$ cat config.mk
export PLATFORM = sky130hd
export DESIGN_NAME = alarm_trigger_flat
export DESIGN_NICKNAME = d
export VERILOG_FILES = /design/src/rtl/alarm_trigger_if.sv /design/src/rtl/alarm_trigger.sv /design/src/flat_wrapper.sv
export SDC_FILE = /design/constraint.sdc
export NUM_CORES = 1
export LEC_CHECK = 0
export CAP_MARGIN = 0
export CELL_PAD_IN_SITES_DETAIL_PLACEMENT = 2
export CELL_PAD_IN_SITES_GLOBAL_PLACEMENT = 2
export CORE_ASPECT_RATIO = 0.5
export CORE_MARGIN = 3
export CORE_UTILIZATION = 22
export CTS_CLUSTER_DIAMETER = 50
export DETAILED_ROUTE_END_ITERATION = 6
export PLACE_DENSITY_LB_ADDON = 0.1
export SYNTH_ARGS = -nofsm -noshare
export SYNTH_HDL_FRONTEND = slang
export SYNTH_SLANG_ARGS = --single-unit
export TNS_END_PERCENT = 1
$ cat constraint.sdc
create_clock -name clk -period 2.4 [get_ports clk]
set_clock_uncertainty 0.15 [all_clocks]
set_input_delay 0.48 -clock clk [delete_from_list [all_inputs] [get_ports clk]]
set_output_delay 0.48 -clock clk [all_outputs]
set_load 0.02 [all_outputs]
$ cat src/rtl/alarm_trigger_if.sv
// Alarm trigger bus: time inputs, alarm setting, buttons, and ringing/status outputs.
// master drives time, settings and buttons; slave (alarm_trigger) drives status.
// Ports: sec_tick, cur_*, set_*, set_load, arm_en, snooze_btn, stop_btn -> slave;
//        alarm_out, state, alm_hour, alm_min, snooze_left -> master.
interface alarm_trigger_if;
  logic       sec_tick;
  logic [7:0] cur_hour;
  logic [7:0] cur_min;
  logic [7:0] cur_sec;
  logic [7:0] set_hour;
  logic [7:0] set_min;
  logic       set_load;
  logic       arm_en;
  logic       snooze_btn;
  logic       stop_btn;
  logic       alarm_out;
  logic [1:0] state;
  logic [7:0] alm_hour;
  logic [7:0] alm_min;
  logic [2:0] snooze_left;

  modport master (
    output sec_tick, cur_hour, cur_min, cur_sec, set_hour, set_min,
           set_load, arm_en, snooze_btn, stop_btn,
    input  alarm_out, state, alm_hour, alm_min, snooze_left
  );

  modport slave (
    input  sec_tick, cur_hour, cur_min, cur_sec, set_hour, set_min,
           set_load, arm_en, snooze_btn, stop_btn,
    output alarm_out, state, alm_hour, alm_min, snooze_left
  );
endinterface

$ cat src/rtl/alarm_trigger.sv
// Alarm-time register and ringing controller (IDLE / RINGING / SNOOZE) with
// ring timeout, limited snoozes and stop. All outputs registered, 1-cycle latency.
// Ports: clk, rst (sync, active-high), bus (alarm_trigger_if.slave).
module alarm_trigger #(
  parameter int RING_SECS   = 60,
  parameter int SNOOZE_SECS = 300,
  parameter int MAX_SNOOZE  = 3
) (
  input  logic            clk,
  input  logic            rst,
  alarm_trigger_if.slave  bus
);

  typedef enum logic [1:0] {
    IDLE    = 2'b00,
    RINGING = 2'b01,
    SNOOZE  = 2'b10
  } state_t;

  localparam logic [2:0]  MAX_S    = 3'(MAX_SNOOZE);
  localparam logic [10:0] RING_LIM = 11'(RING_SECS);
  localparam logic [10:0] SNZ_LIM  = 11'(SNOOZE_SECS);

  state_t      st, st_nxt;
  logic [9:0]  cnt, cnt_nxt;
  logic [10:0] cnt_inc;
  logic [2:0]  snz, snz_nxt;
  logic [7:0]  hour_q, min_q;
  logic        alarm_q;
  logic        match;

  function automatic logic bcd_ok(input logic [7:0] v, input logic [7:0] lim);
    return (v[7:4] <= 4'd9) && (v[3:0] <= 4'd9) && (v <= lim);
  endfunction

  // Compares against the stored alarm, so a load in the same cycle uses the old value.
  assign match = bus.sec_tick & bus.arm_en & (bus.cur_hour == hour_q) &
                 (bus.cur_min == min_q) & (bus.cur_sec == 8'h00);

  // One bit wider than the counter so the bound check sees the value before it
  // could wrap; reaching the bound always changes state, which clears cnt.
  assign cnt_inc = {1'b0, cnt} + 11'd1;

  always_comb begin
    st_nxt  = st;
    cnt_nxt = cnt;
    snz_nxt = snz;
    if (bus.sec_tick && (st != IDLE)) cnt_nxt = cnt_inc[9:0];
    case (st)
      IDLE: begin
        if (match) begin
          st_nxt  = RINGING;
          snz_nxt = MAX_S;
        end
      end
      RINGING: begin
        if (!bus.arm_en || bus.stop_btn) begin
          st_nxt = IDLE;
        end else if (bus.snooze_btn && (snz != 3'd0)) begin
          st_nxt  = SNOOZE;
          snz_nxt = snz - 3'd1;
        end else if (bus.sec_tick && (cnt_inc == RING_LIM)) begin
          st_nxt = IDLE;
        end
      end
      SNOOZE: begin
        if (!bus.arm_en || bus.stop_btn) begin
          st_nxt = IDLE;
        end else if (bus.sec_tick && (cnt_inc == SNZ_LIM)) begin
          st_nxt = RINGING;
        end
      end
      default: st_nxt = IDLE;
    endcase
    if (st_nxt != st) cnt_nxt = '0;
  end

  always_ff @(posedge clk) begin
    if (rst) begin
      st      <= IDLE;
      cnt     <= '0;
      snz     <= MAX_S;
      hour_q  <= 8'h07;
      min_q   <= 8'h00;
      alarm_q <= 1'b0;
    end else begin
      st      <= st_nxt;
      cnt     <= cnt_nxt;
      snz     <= snz_nxt;
      alarm_q <= (st_nxt == RINGING);
      // Hour and minute validated independently; a bad field keeps its old value.
      if (bus.set_load && bcd_ok(bus.set_hour, 8'h23)) hour_q <= bus.set_hour;
      if (bus.set_load && bcd_ok(bus.set_min, 8'h59))  min_q  <= bus.set_min;
    end
  end

  assign bus.alarm_out   = alarm_q;
  assign bus.state       = st;
  assign bus.alm_hour    = hour_q;
  assign bus.alm_min     = min_q;
  assign bus.snooze_left = snz;

endmodule

$ cat src/flat_wrapper.sv
// flat-port wrapper written by rule: the top's interface ports become plain ports
module alarm_trigger_flat 
#(
  parameter int RING_SECS   = 60,
  parameter int SNOOZE_SECS = 300,
  parameter int MAX_SNOOZE  = 3
)
  (clk, rst, bus_sec_tick, bus_cur_hour, bus_cur_min, bus_cur_sec, bus_set_hour, bus_set_min, bus_set_load, bus_arm_en, bus_snooze_btn, bus_stop_btn, bus_alarm_out, bus_state, bus_alm_hour, bus_alm_min, bus_snooze_left);
  alarm_trigger_if bus_i ();
  input  logic clk;
  input  logic rst;
  input wire logic [$bits(bus_i.sec_tick)-1:0] bus_sec_tick;
  input wire logic [$bits(bus_i.cur_hour)-1:0] bus_cur_hour;
  input wire logic [$bits(bus_i.cur_min)-1:0] bus_cur_min;
  input wire logic [$bits(bus_i.cur_sec)-1:0] bus_cur_sec;
  input wire logic [$bits(bus_i.set_hour)-1:0] bus_set_hour;
  input wire logic [$bits(bus_i.set_min)-1:0] bus_set_min;
  input wire logic [$bits(bus_i.set_load)-1:0] bus_set_load;
  input wire logic [$bits(bus_i.arm_en)-1:0] bus_arm_en;
  input wire logic [$bits(bus_i.snooze_btn)-1:0] bus_snooze_btn;
  input wire logic [$bits(bus_i.stop_btn)-1:0] bus_stop_btn;
  output wire logic [$bits(bus_i.alarm_out)-1:0] bus_alarm_out;
  output wire logic [$bits(bus_i.state)-1:0] bus_state;
  output wire logic [$bits(bus_i.alm_hour)-1:0] bus_alm_hour;
  output wire logic [$bits(bus_i.alm_min)-1:0] bus_alm_min;
  output wire logic [$bits(bus_i.snooze_left)-1:0] bus_snooze_left;
  assign bus_i.sec_tick = bus_sec_tick;
  assign bus_i.cur_hour = bus_cur_hour;
  assign bus_i.cur_min = bus_cur_min;
  assign bus_i.cur_sec = bus_cur_sec;
  assign bus_i.set_hour = bus_set_hour;
  assign bus_i.set_min = bus_set_min;
  assign bus_i.set_load = bus_set_load;
  assign bus_i.arm_en = bus_arm_en;
  assign bus_i.snooze_btn = bus_snooze_btn;
  assign bus_i.stop_btn = bus_stop_btn;
  assign bus_alarm_out = bus_i.alarm_out;
  assign bus_state = bus_i.state;
  assign bus_alm_hour = bus_i.alm_hour;
  assign bus_alm_min = bus_i.alm_min;
  assign bus_snooze_left = bus_i.snooze_left;
  alarm_trigger #(.RING_SECS(RING_SECS), .SNOOZE_SECS(SNOOZE_SECS), .MAX_SNOOZE(MAX_SNOOZE)) u_core (.clk(clk), .rst(rst), .bus(bus_i));
endmodule
==> impl_metrics.ini <==
[layout]
final_cell_mix = clkdlybuf4s50_1 (55), dfxtp_1 (26), buf_4 (20), nand2_1 (19), nor2_1 (17)
final_area_um2 = 3050
n_fill_cell = 844
final_common_cell = clkdlybuf4s50_1
syn2layout_area_growth_pct = 74.5
fin_nets = 347
drive_above_1_share_pct = 23.3
diodes = 0

[logic_synthesis]
netlist-cell-type-count = 37
yosysTopAreaCellShare_pct = 36.6
yosys.area.top_type = dfxtp_1
ys_seq_area_share_pct = 36.6
syn_nets = 251
ys_top_cells_by_area = dfxtp_1 (37%), xor2_1 (8.0%), mux2i_1 (6.3%)
synth_warnings = 0
syn_area_um2 = 1750
syn-instance-count = 200
syn_avg_cell_area_um2 = 8.75
ys_ff_latch = 32

[setup_path]
max_stage_delay_ns = 0.49
critical_path.top_delay_family = simple AND/OR/NAND/NOR gates
critical_path_class = register to register
arrival_ns = 2.39
cp-end-kind = register
worstPathMaxFanout = 5
cp-start-kind = register
crit_chain = ha_4 -> nand2_2 -> or4_4 -> a221oi_4 -> or3b_4 -> a31oi_4 -> buf_6 -> nor3_2
slowest_stage = or4_4
crit_buf_inv = 1
required_ns = 2.39

[die]
num_rows = 22
die_area_um2 = 9120
fp.dieW_um = 132
start_util_pct = 23.3
io_pins = 69
chipHeight_um = 69.1
core-area_um2 = 7510

[drt]
avgViaCountPerCell = 4.50
drc_errors = 0
drtAntennaViolNets = 0
first_iter_violations = 51
wl_per_cell_um = 16.0
vias = 1818
totalWireLength_mm = 6.47
first_pass_iters = 4

[global_route]
grt_first_pass_wirelength_mm = 10.6
grt_overflow_total = 0
grtUsageTotal_pct = 14.5
grt_pass1_vias = 2048
grt_max_degree = 15
antenna_found_initial = 1

[pwr]
leakage_uw = 0.00117
vdd_drop_max_mv = 0.203
p_per_area_nw_per_um2 = 451

[clock_network]
ctsHoldBuffers = 0
cts-root-buf = clkbuf_16
cts-htree-levels = 2
clock_sinks = 32
clk_pin_slew_ns = 0.05
clkLatencyLatePin_ns = 0.28
cts_tree = done
cts_buffers = 5
clockBufferDepth = 2

[placement]
place.gp.congestion = 0.773
hpwlAfterDp_mm = 4.82
placed_area_um2 = 2660
portBuffers = 68

[min_path]
hold_path.class = register to register

[job]
cap_violations = 0

[sta]
setup_viol = 0
hold_viol = 0
finalCritPeriodShare_pct = 100
worst_slew_pin_slew_ns = 0.451
worst_hold_slack_ns = 0.352
rsz0062_at_grt = yes
fmax_mhz = 417
drv_slew = 0
relSlewSlack_pct = 69.7
min_period_ns = 2.40

[run_status]
status = complete, no violations
-- through the flow --
stage               utilization [%]  worst slack [ns]  instances  total power [uW]  setup TNS (ns)
CTS                            39.2        0.00000910        404              1400               0
floorplan                         -             0.145        200               611               0
global placement               35.4            -0.540        389               724           -6.81
detailed placement             35.4            -0.597        389               728           -7.35
global route                   40.6           -0.0846        404              1440          -0.844
finish                         40.6          0.000175        404              1380               0
-- what timing repair did --
action | CTS | global route
gates cloned | 1 | 0
endpoints found under the setup margin | 12 | 13
setup buffers | 7 | 2
pin swaps | 9 | 10
resized for setup | 36 | 31
-- registers in the layout, summed over array words and instances (netlist names) --
register / cells
u_core.bus.alm_min: 8
u_core.cnt: 10
u_core.bus.snooze_left: 3
u_core.bus.state: 2
u_core.bus.alm_hour: 8
u_core.bus.alarm_out: 1
-- where the power goes --
part | switching [uW] | total, uW | internal, uW | leakage [uW]
registers | 7.11 | 544 | 537 | 0.000262
clock network | 224 | 659 | 435 | 0.0000760
logic | 72.6 | 174 | 101 | 0.000833
-- cell type report --
type / count / area, um^2 / area share [%]
Inverter: 6 / 22.5 / 0.738
Timing Repair Buffer: 92 / 853 / 28.0
Clock buffer: 7 / 153 / 5.00
Multi-Input combinational cell: 159 / 1240 / 40.5
Sequential cell: 32 / 653 / 21.4
Tap cell: 108 / 135 / 4.43
-- Yosys cell counts, drive strengths merged --
library cell	number
nor2	17
mux2i	11
nand2	20
nand3	6
a21boi	1
inv	6
ha	4
or4	2
clkbuf	1
a31oi	2
o21ai	8
and3b	1
a21oi	7
nor3b	3
nand2b	3
a311oi	1
and3	3
o22a	2
nor4bb	1
xor2	16
nor4	6
buf	2
or3	2
or3b	1
nor2b	7
a221oi	1
nor3	15
nand3b	1
xnor2	11
dfxtp	32
nand4	3
and4	1
a211oi	2
o21a	1
-- per-layer routing --
layer / up-vias / track usage (%) / part of all wire [%]
met5: - / 0 / 0.20
met4: 2 / 3.49 / 0.96
met3: 8 / 5.17 / 5.7
met2: 40 / 26.2 / 51
met1: 876 / 16.4 / 42
li1: 892 / - / -
-- final timing paths --
path	endpoint	slack (ns)	depth (start not counted)	startpoint
max	u_core.cnt[0]	0.0002	8	u_core.cnt[1]
min reg2reg	u_core.bus.alm_min[1]	0.35	2	u_core.bus.alm_min[1]
min	u_core.bus.alm_min[1]	0.35	2	u_core.bus.alm_min[1]
max reg2reg	u_core.cnt[0]	0.0002	8	u_core.cnt[1]
-- tightest hold or removal path, cell delays in order (launching register included) --
cell and delay (ns):
dfxtp_1 0.33, nand2_1 0.07, a21oi_1 0.05
-- logic make-up after synthesis --
group / Yosys count / share of synthesized area (%)
AOI/OAI and AO/OA: 25 / 9.94
and+or+nand+nor: 92 / 28.0
xor gates and xnor gates: 27 / 13.5
adders and majority gates: 4 / 2.86
DFF: 32 / 36.6
muxes: 11 / 6.29
buffers and inverters: 9 / 2.79
Note: power is estimated with default switching activity, not from simulation.
